[src/rtl/pwm_ctrl_pkg.sv]
// Shared types and constants for the PWM duty controller.
// Holds the duty width, the bootstrap duty cap and the controller state enum.
package pwm_ctrl_pkg;

    localparam int DUTY_W = 11;

    localparam logic [DUTY_W-1:0] DUTY_CAP = 11'h7C0;

    typedef enum logic [1:0] {
        IDLE,
        RUN,
        FAULT
    } ctrl_state_t;

    function automatic logic [DUTY_W-1:0] min_duty(
        input logic [DUTY_W-1:0] a,
        input logic [DUTY_W-1:0] b
    );
        return (a < b) ? a : b;
    endfunction

endpackage

[src/rtl/pwm_duty_ctrl_ovr_monitor.sv]
// Overcurrent monitor: counts PWM periods that saw an unblanked
// overcurrent and trips when OVR_LIMIT such periods occur in one window.
// Ports: clk, rst_n, clr (hold cleared), synch (period start),
//        blank (sense blanked), ovr (comparator), trip (fault request).
module ovr_monitor #(
    parameter int OVR_LIMIT = 3,
    parameter int OVR_WIN   = 16
) (
    input  logic clk,
    input  logic rst_n,
    input  logic clr,
    input  logic synch,
    input  logic blank,
    input  logic ovr,
    output logic trip
);

    localparam logic [3:0] LIMIT    = 4'(OVR_LIMIT);
    localparam logic [7:0] WIN_LAST = 8'(OVR_WIN - 1);

    logic       flag_q;
    logic [3:0] cnt_q;
    logic [7:0] win_q;
    logic       evt;
    logic       win_end;
    logic [3:0] cnt_inc;

    assign evt     = ovr & ~blank;
    assign win_end = synch & (win_q == WIN_LAST);
    assign cnt_inc = cnt_q + 4'd1;

    // An event landing on the window-closing synch is discarded,
    // so it can never trip.
    assign trip = ~clr & synch & flag_q & ~win_end & (cnt_inc == LIMIT);

    always_ff @(posedge clk or negedge rst_n) begin
        if (!rst_n) begin
            flag_q <= 1'b0;
            cnt_q  <= '0;
            win_q  <= '0;
        end else if (clr) begin
            flag_q <= 1'b0;
            cnt_q  <= '0;
            win_q  <= '0;
        end else if (synch) begin
            // An event on the synch cycle itself belongs to the new period.
            flag_q <= evt;
            if (win_end) begin
                win_q <= '0;
                cnt_q <= '0;
            end else begin
                win_q <= win_q + 8'd1;
                if (flag_q) begin
                    cnt_q <= cnt_inc;
                end
            end
        end else if (evt) begin
            flag_q <= 1'b1;
        end
    end

endmodule

[src/rtl/pwm_duty_ctrl.sv]
// PWM duty sequencer: ramps duty toward the target once per PWM period
// and forces duty to 0 on a latched overcurrent fault.
// Ports: clk, rst_n, en, target_duty, PWM_synch, ovr_I_blank, ovr_I,
//        clr_fault in; duty, ramping, fault out.
// Build option: PWM_DUTY_CAP_EN clamps the target to DUTY_CAP.
module pwm_duty_ctrl
    import pwm_ctrl_pkg::*;
#(
    parameter int STEP      = 8,
    parameter int OVR_LIMIT = 3,
    parameter int OVR_WIN   = 16
) (
    input  logic              clk,
    input  logic              rst_n,
    input  logic              en,
    input  logic [DUTY_W-1:0] target_duty,
    input  logic              PWM_synch,
    input  logic              ovr_I_blank,
    input  logic              ovr_I,
    input  logic              clr_fault,
    output logic [DUTY_W-1:0] duty,
    output logic              ramping,
    output logic              fault
);

    localparam logic [DUTY_W-1:0] STEP_D = DUTY_W'(STEP);

    ctrl_state_t       state_q;
    ctrl_state_t       state_d;
    logic [DUTY_W-1:0] duty_q;
    logic [DUTY_W-1:0] duty_d;
    logic [DUTY_W-1:0] tgt_raw;
    logic [DUTY_W-1:0] tgt;
    logic [DUTY_W-1:0] duty_step;
    logic              trip;
    logic              mon_clr;

    assign tgt_raw = en ? target_duty : '0;

`ifdef PWM_DUTY_CAP_EN
    // Keeps a minimum off-time so the high-side bootstrap can recharge.
    assign tgt = min_duty(tgt_raw, DUTY_CAP);
`else
    assign tgt = tgt_raw;
`endif

    // Bounded step: the min() keeps the result between duty and tgt,
    // so there is no overshoot, wrap or underflow.
    always_comb begin
        duty_step = duty_q;
        unique case (1'b1)
            (tgt > duty_q): duty_step = duty_q + min_duty(STEP_D, tgt - duty_q);
            (tgt < duty_q): duty_step = duty_q - min_duty(STEP_D, duty_q - tgt);
            default: duty_step = duty_q;
        endcase
    end

    assign mon_clr = (state_q != RUN);

    ovr_monitor #(
        .OVR_LIMIT(OVR_LIMIT),
        .OVR_WIN  (OVR_WIN)
    ) u_ovr_monitor (
        .clk  (clk),
        .rst_n(rst_n),
        .clr  (mon_clr),
        .synch(PWM_synch),
        .blank(ovr_I_blank),
        .ovr  (ovr_I),
        .trip (trip)
    );

    always_ff @(posedge clk or negedge rst_n) begin
        if (!rst_n) begin
            state_q <= IDLE;
            duty_q  <= '0;
        end else begin
            state_q <= state_d;
            duty_q  <= duty_d;
        end
    end

    always_comb begin
        state_d = state_q;
        duty_d  = duty_q;
        case (state_q)
            IDLE: begin
                duty_d = '0;
                if (en) begin
                    state_d = RUN;
                end
            end
            RUN: begin
                // The trip takes priority over a coincident ramp step.
                if (trip) begin
                    state_d = FAULT;
                    duty_d  = '0;
                end else if (PWM_synch) begin
                    duty_d = duty_step;
                    if (!en && (duty_step == '0)) begin
                        state_d = IDLE;
                    end
                end
            end
            FAULT: begin
                duty_d = '0;
                if (clr_fault && !en) begin
                    state_d = IDLE;
                end
            end
            default: begin
                state_d = IDLE;
                duty_d  = '0;
            end
        endcase
    end

    assign duty    = duty_q;
    assign fault   = (state_q == FAULT);
    assign ramping = (state_q == RUN) && (duty_q != tgt);

endmodule

[config.mk]
export PLATFORM = sky130hd
export DESIGN_NAME = pwm_duty_ctrl
export DESIGN_NICKNAME = d
export VERILOG_FILES = /design/src/rtl/pwm_ctrl_pkg.sv /design/src/rtl/pwm_duty_ctrl_ovr_monitor.sv /design/src/rtl/pwm_duty_ctrl.sv
export SDC_FILE = /design/constraint.sdc
export NUM_CORES = 1
export LEC_CHECK = 0
export BUFFER_PORTS_ARGS = -buffer_cell sky130_fd_sc_hd__buf_2
export CAP_MARGIN = 20
export CORE_ASPECT_RATIO = 1.4
export CORE_MARGIN = 2
export CORE_UTILIZATION = 30
export DETAILED_ROUTE_END_ITERATION = 8
export GPL_TIMING_DRIVEN = 0
export PLACE_DENSITY = 0.46
export RECOVER_POWER = 100
export SLEW_MARGIN = 25
export SYNTH_ARGS = -nofsm -noshare
export SYNTH_HDL_FRONTEND = slang
export SYNTH_SLANG_ARGS = --single-unit
[constraint.sdc]
create_clock -name clk -period 7 [get_ports clk]
set_clock_uncertainty 0.2 [all_clocks]
set_input_delay 0.35 -clock clk [delete_from_list [all_inputs] [get_ports clk]]
set_output_delay 0.35 -clock clk [all_outputs]
set_load 0.005 [all_outputs]
* Yosys cells after proc, flatten, opt, wreduce, memory -nomap -nowiden *
Index checks and enable logic that the tools add are counted.

storage, ports and cells
  register bits after elaboration = 26
  input bits = 18
  output and inout bits = 13
  word-level logic and storage cells = 68

operators by class
  add/sub/neg operators = 6
  order comparisons = 4
  equal/unequal tests = 10
  muxes and demuxes = 23
  bitwise gates (word level) = 9
  reduce and logical (&&, ||, !) cells = 11

operators by type and width
  operator                                                    number
  2-to-1 mux 11 bit                                           6
  subtractor 11 bit                                           3
  2-to-1 mux 8 bit                                            3
  less-than comparator 4 x 11 -> 1 bit, first input constant  2
  case mux 11 bit (2 select lines)                            1
  2-to-1 mux 4 bit                                            4
  adder 11 bit                                                1
  greater-than comparator 11 bit                              1
  logical NOT 11 bit                                          1
  less-than comparator 11 bit                                 1
  != test 11 bit                                              1
  2-to-1 mux 2 bit                                            5
  adder 8 x 1 -> 8 bit, second input constant                 1
  equality test 8 x 4 -> 1 bit, second input constant         1
  bitwise AND 1 bit                                           6
  != test 3 bit, second input constant                        2
  case mux 2 bit (3 select lines)                             1
  nonzero test 3 bit                                          2
  adder 4 x 1 -> 4 bit, second input constant                 1
  equality test 4 x 2 -> 1 bit, second input constant         1
  != test 2 x 1 -> 1 bit, second input constant               2
  AND reduction 4 bit                                         1
  logical AND 1 bit                                           3
  2-to-1 mux 1 bit                                            3
  other kinds (8)                                             10

* Longest topological paths before layout *
  depth after elaboration = 12
  depth in mapped cells = 26
  depth with buffers taken out = 25

* By module *
From an unflattened synthesis, not the netlist that was laid out.

second synthesis, totals
  cell total of the unflattened synthesis = 439
  area total of the unflattened synthesis = 3,348.2 um2

by module, submodules not included
  module         times used  cells each  area each (um2)  sequential area each (um2)
  pwm_duty_ctrl  1           356         2,565.0          325.3
  ovr_monitor    1           83          783.3            325.3

* Least setup slack after synthesis *
No wires, ideal clock.

  path kind = in2reg
  start point = input en
  end point = register state_q[0]
  setup time = 0.126 ns
  data arrival time = 4.980 ns
  required time = 6.674 ns
  path slack = 1.694 ns
  stages = 26
  path buffers = 1
  path through = clkbuf_1 -> nand2_1 -> ha_1 -> inv_1 -> fa_1 -> a21o_1 -> a221o_1 -> nor2_4 -> xnor2_1 -> or4_4 -> nand3b_1 -> clkinv_1 -> nand2_1 -> ha_1 -> nand4_1 -> o21ai_0 -> ha_1 -> and2_1 -> a31oi_1 -> o21ai_0 -> o41ai_1 -> o21bai_1 -> a21oi_1 -> xnor2_1 -> nor4b_1 -> o2bb2ai_1

between the ends
  cells in the longest elaborated chain, start to end = 10
  elaborated cells between the ends (all ways) = 20
  those cells by class = add/sub: 4; order compare: 4; eq/ne: 3; mux: 4; reduce/logical: 5

RTL lines
  element                                                   RTL line                                  source
  start: declaration                                        pwm_duty_ctrl.sv:15                       input logic en,
  2-to-1 mux 11 bit                                         pwm_duty_ctrl.sv:38                       assign tgt_raw = en ? target_duty : '0;
  subtractor 11 bit (on tied branches)                      pwm_duty_ctrl.sv:53, pwm_duty_ctrl.sv:52
  less-than comparator 4 x 11 -> 1 bit                      pwm_ctrl_pkg.sv:19                        return (a < b) ? a : b;
  2-to-1 mux 11 bit                                         pwm_ctrl_pkg.sv:19
  subtractor 11 bit / adder 11 bit (equally long branches)  pwm_duty_ctrl.sv:53, pwm_duty_ctrl.sv:52
  case mux 11 bit (2 select lines)                          pwm_duty_ctrl.sv:51                       unique case (1'b1)
  logical NOT 11 bit                                        pwm_duty_ctrl.sv:100                      if (!en && (duty_step == '0)) begin
  logical AND 1 bit                                         pwm_duty_ctrl.sv:100
  != test 3 bit (no line)                                   -
  AND reduction 4 bit (no line) (*)                         -
  end signal: assignment                                    pwm_duty_ctrl.sv:78                       state_q <= state_d;
  end: declaration                                          pwm_duty_ctrl.sv:28                       ctrl_state_t state_q;

Mark *: on every way between the ends. The rest lies on a longest branch, timed or not.
A chain may end at the register's enable or synchronous reset.

* Final worst setup path *
Ends and elaborated chain as after synthesis.

==> results.sh <==
export IMPL_die_h_um=121.1
export IMPL_antenna_found_initial=0
export IMPL_fmaxAchievable_ghz=0.1639
export IMPL_power_density_nw_per_um2=479.0
export IMPL_core_area_um2=9512
export IMPL_die_area_um2=10610
export IMPL_worstPathMaxFanout=10
export IMPL_cts_resized=0
export IMPL_wire_per_inst_um=14.57
export IMPL_start_kind="primary input"
export IMPL_start_util=0.3089
export IMPL_drcViolationCount=0
export IMPL_globalRouteTotalUtil=0.1562
export IMPL_ant_nets=0
export IMPL_crit_slowest_cell="nor4_1"
export IMPL_path_buf_inv=4
export IMPL_drv_cap=0
export IMPL_hold_buffers=1
export IMPL_cts_setup_buffers=0
export IMPL_cp_cell_sequence="buf_2 > clkbuf_1 > nand2_1 > inv_1 > ha_1 > inv_1 > fa_1 > a21o_1 > a221oi_1 > o21bai_1 > a21oi_1 > xor2_1 > nand3_1 > nor4_1 > o21bai_1 > ha_1 > a31oi_1 > o21ai_0 > o41ai_1 > o21bai_1 > a21oi_1 > xnor2_1 > nor4b_1 > o2bb2ai_1"
export IMPL_grt_pass1_wl_um=13080
export IMPL_drtIter0Drc=101
export IMPL_slew_headroom=0.05917
export IMPL_synth_top_cell_by_area="dfrtp_1"
export IMPL_yosysTopAreaCellShare=0.2215
export IMPL_ys_top_cells_by_area="dfrtp_1 22%, ha_1 15%, xnor2_1 5.7%"
export IMPL_synth_xor_area_frac=0.08944
export IMPL_power_leakage_nw=1.605
export IMPL_io_pins=31
export IMPL_cp_arrival_ns=6.04
export IMPL_critPathKind="in -> reg"
export IMPL_synthCells=371
export IMPL_dpl_hpwl_um=6582
export IMPL_hold_viol_final=0
export IMPL_synth_cell_types=56
export IMPL_pre_cts_ws_ns=0.5526
export IMPL_cpMostUsedCell="o21bai_1"
export IMPL_synth_top_family_by_area="compound AO/OA/AOI/OAI gates"
export IMPL_layout_nets=463
export IMPL_synth_compound_area_share=0.2317
export IMPL_synth_fa_ha_area_frac=0.1738
export IMPL_synth_area_per_cell_um2=7.919
export IMPL_layout_drive_gt1_share=0.09630
export IMPL_tightest_slew_ns=1.411
export IMPL_synth_seq_cells=26
export IMPL_outcome="complete, no violations"
export IMPL_clockBufferDepth=2
export IMPL_netlist_area_um2=2938
export IMPL_fin_ws_ns=0.8985
export IMPL_yosysWarnings=0
export IMPL_htree_levels=1
export IMPL_rsz0062_at_grt="no"
export IMPL_diodes=0
export IMPL_critPathTopFamily="compound AO/OA/AOI/OAI gates"
export IMPL_synthSimpleGateAreaFrac=0.1929
export IMPL_final_cell_mix="38 x inv_1, 36 x ha_1, 34 x nand2_1, 28 x buf_2, 27 x nor2_1"
export IMPL_cp_required_ns=6.94
export IMPL_cts_buffers_inserted=3
export IMPL_route_vias_total=2700
export IMPL_hp_class="in -> reg"
export IMPL_ys_flop_type="dfrtp_1"
export IMPL_ir_drop_v=0.0001479
export IMPL_syn_nets=428
export IMPL_cts_root_buf="clkbuf_16"
export IMPL_worst_setup_path_end_kind="flop"
export IMPL_drt_wl_total_um=7826
export IMPL_syn_to_final_growth_pct=14.35
export IMPL_die_x_um=87.64
export IMPL_ys_seq_area_frac=0.2215
export IMPL_max_stage_delay_ns=0.72
export IMPL_postPlaceCellArea_um2=3248
export IMPL_cts_tree="built"
export IMPL_fin_tns_setup_ns=0
export IMPL_final_util=0.3532
export IMPL_gp_congestion=0.8096
export IMPL_grt_start_max_net_pins=27
export IMPL_overflow=0
export IMPL_clk_latency_ns=0.26
export IMPL_setup_viol=0
export IMPL_min_period_over_period=0.8716
export IMPL_vias_per_cell=5.028
export IMPL_final_common_cell="inv_1"
export IMPL_clk_pin_slew_ns=0.06
export IMPL_synth_mux_area_fraction=0.01704
export IMPL_async_reset_ff_frac=1.000
export IMPL_numClockSinks=26
export IMPL_final_cell_area_um2=3359
export IMPL_dr_pass1_iters=4
export IMPL_synth_edf_count=0
export IMPL_slew_violations=0
export IMPL_portBuffers=29
export IMPL_num_rows=42
export IMPL_finalCriticalPeriod_ns=6.101
export IMPL_grt_pass1_vias=2754
==> path summary, 6_finish.rpt <==
kind	from	to	slack, ns	cells after the start
min in group asynchronous	rst_n	u_ovr_monitor.win_q[4]	0.74	2
worst min register to register	u_ovr_monitor.win_q[7]	u_ovr_monitor.win_q[7]	0.31	1
worst max-delay path	en	state_q[0]	0.90	24
worst max register to register	duty[5]	state_q[0]	1.14	24
worst min-delay path	ovr_I	u_ovr_monitor.flag_q	0.13	3
max in group asynchronous	rst_n	u_ovr_monitor.cnt_q[3]	5.03	2
==> worst register-to-register path: stages, from the launching register on <==
cell	delay, ns
dfrtp_1	0.47
inv_1	0.09
ha_1	0.31
clkbuf_1	0.37
nand3_1	0.20
a211oi_1	0.26
a211oi_1	0.10
mux2i_1	0.14
or4_4	0.57
nand3b_1	0.20
clkinv_1	0.09
nand2_1	0.06
ha_1	0.22
nand4_1	0.14
o21ai_0	0.10
ha_1	0.37
and2_1	0.20
a31oi_1	0.13
o21ai_0	0.16
o41ai_1	0.49
o21bai_1	0.11
a21oi_1	0.19
xnor2_1	0.11
nor4b_1	0.35
o2bb2ai_1	0.10
==> flip-flops by register name (all words and copies together), names as in the netlist <==
name and count:
u_ovr_monitor.flag_q 1, duty 11, u_ovr_monitor.win_q 8, u_ovr_monitor.cnt_q 4, state_q 2
==> area by class of cell <==
cell class                 instances  area, um2
fill                            1039       6152
multi-input combinational        290       2071
sequential                        26      650.6
tap                              132      165.2
timing repair buffer              30      151.4
inverter                          39      146.4
clock buffer                       3      75.07
buffer                            16      70.07
clock inverter                     1      30.03
==> cells in the mapped netlist (3+ instances only) <==
cell type,instances
nand2_1,34
o22ai_1,5
xnor2_1,19
fa_1,3
nand4_1,6
and3_1,6
o31ai_1,3
nor4_1,3
xor2_1,11
nor3_1,7
nand3b_1,3
dfrtp_1,26
nor2_1,27
nand2b_1,5
a21o_1,10
nor2b_1,4
clkbuf_1,13
o21bai_1,4
nand3_1,7
a21oi_1,20
a22o_1,8
inv_1,38
ha_1,36
a31oi_1,3
mux2i_1,5
o21a_1,3
o21ai_0,22
a22oi_1,4
==> cells by family after synthesis <==
logic type | Yosys count
adder cells (fa/ha/maj) | 39
buffers and inverters | 55
AO/OA/AOI/OAI | 102
AND/OR/NAND/NOR | 114
XOR/XNOR | 30
flip-flops | 26
multiplexers | 5
==> per-layer routing <==
metal  share of wire  global-route usage  vias up  routed length (um)
li1                -                   -     1374                   -
met1            0.41              0.1733     1263                3219
met2            0.53              0.2959       43                4174
met3           0.016            0.008163       20                 128
met4           0.039             0.07115        0                 302
met5               0                   0        -                   0
==> metrics by stage <==
| stage | hold WS (ns) | total power [W] | cells |
|---|---|---|---|
| after CTS | 0.1274 | 0.001632 | 537 |
| after global placement | 0.1986 | 0.001445 | 532 |
| final | 0.1265 | 0.001609 | 537 |
| after global routing | 0.1565 | 0.001781 | 537 |
| after detailed placement | 0.1978 | 0.001456 | 532 |
| after floorplan | -0.1456 | 0.001171 | 371 |
==> power by group <==
| group | total (W) | leakage (nW) | switching [W] | internal (W) |
|---|---|---|---|---|
| combinational | 0.00114 | 1.23 | 0.000640 | 0.000498 |
| clock | 0.000167 | 0.0511 | 0.0000536 | 0.000114 |
| sequential | 0.000304 | 0.320 | 0.0000920 | 0.000212 |
| total | 0.00161 | 1.60 | 0.000786 | 0.000824 |
No activity file was read; power rests on OpenSTA's default activity.
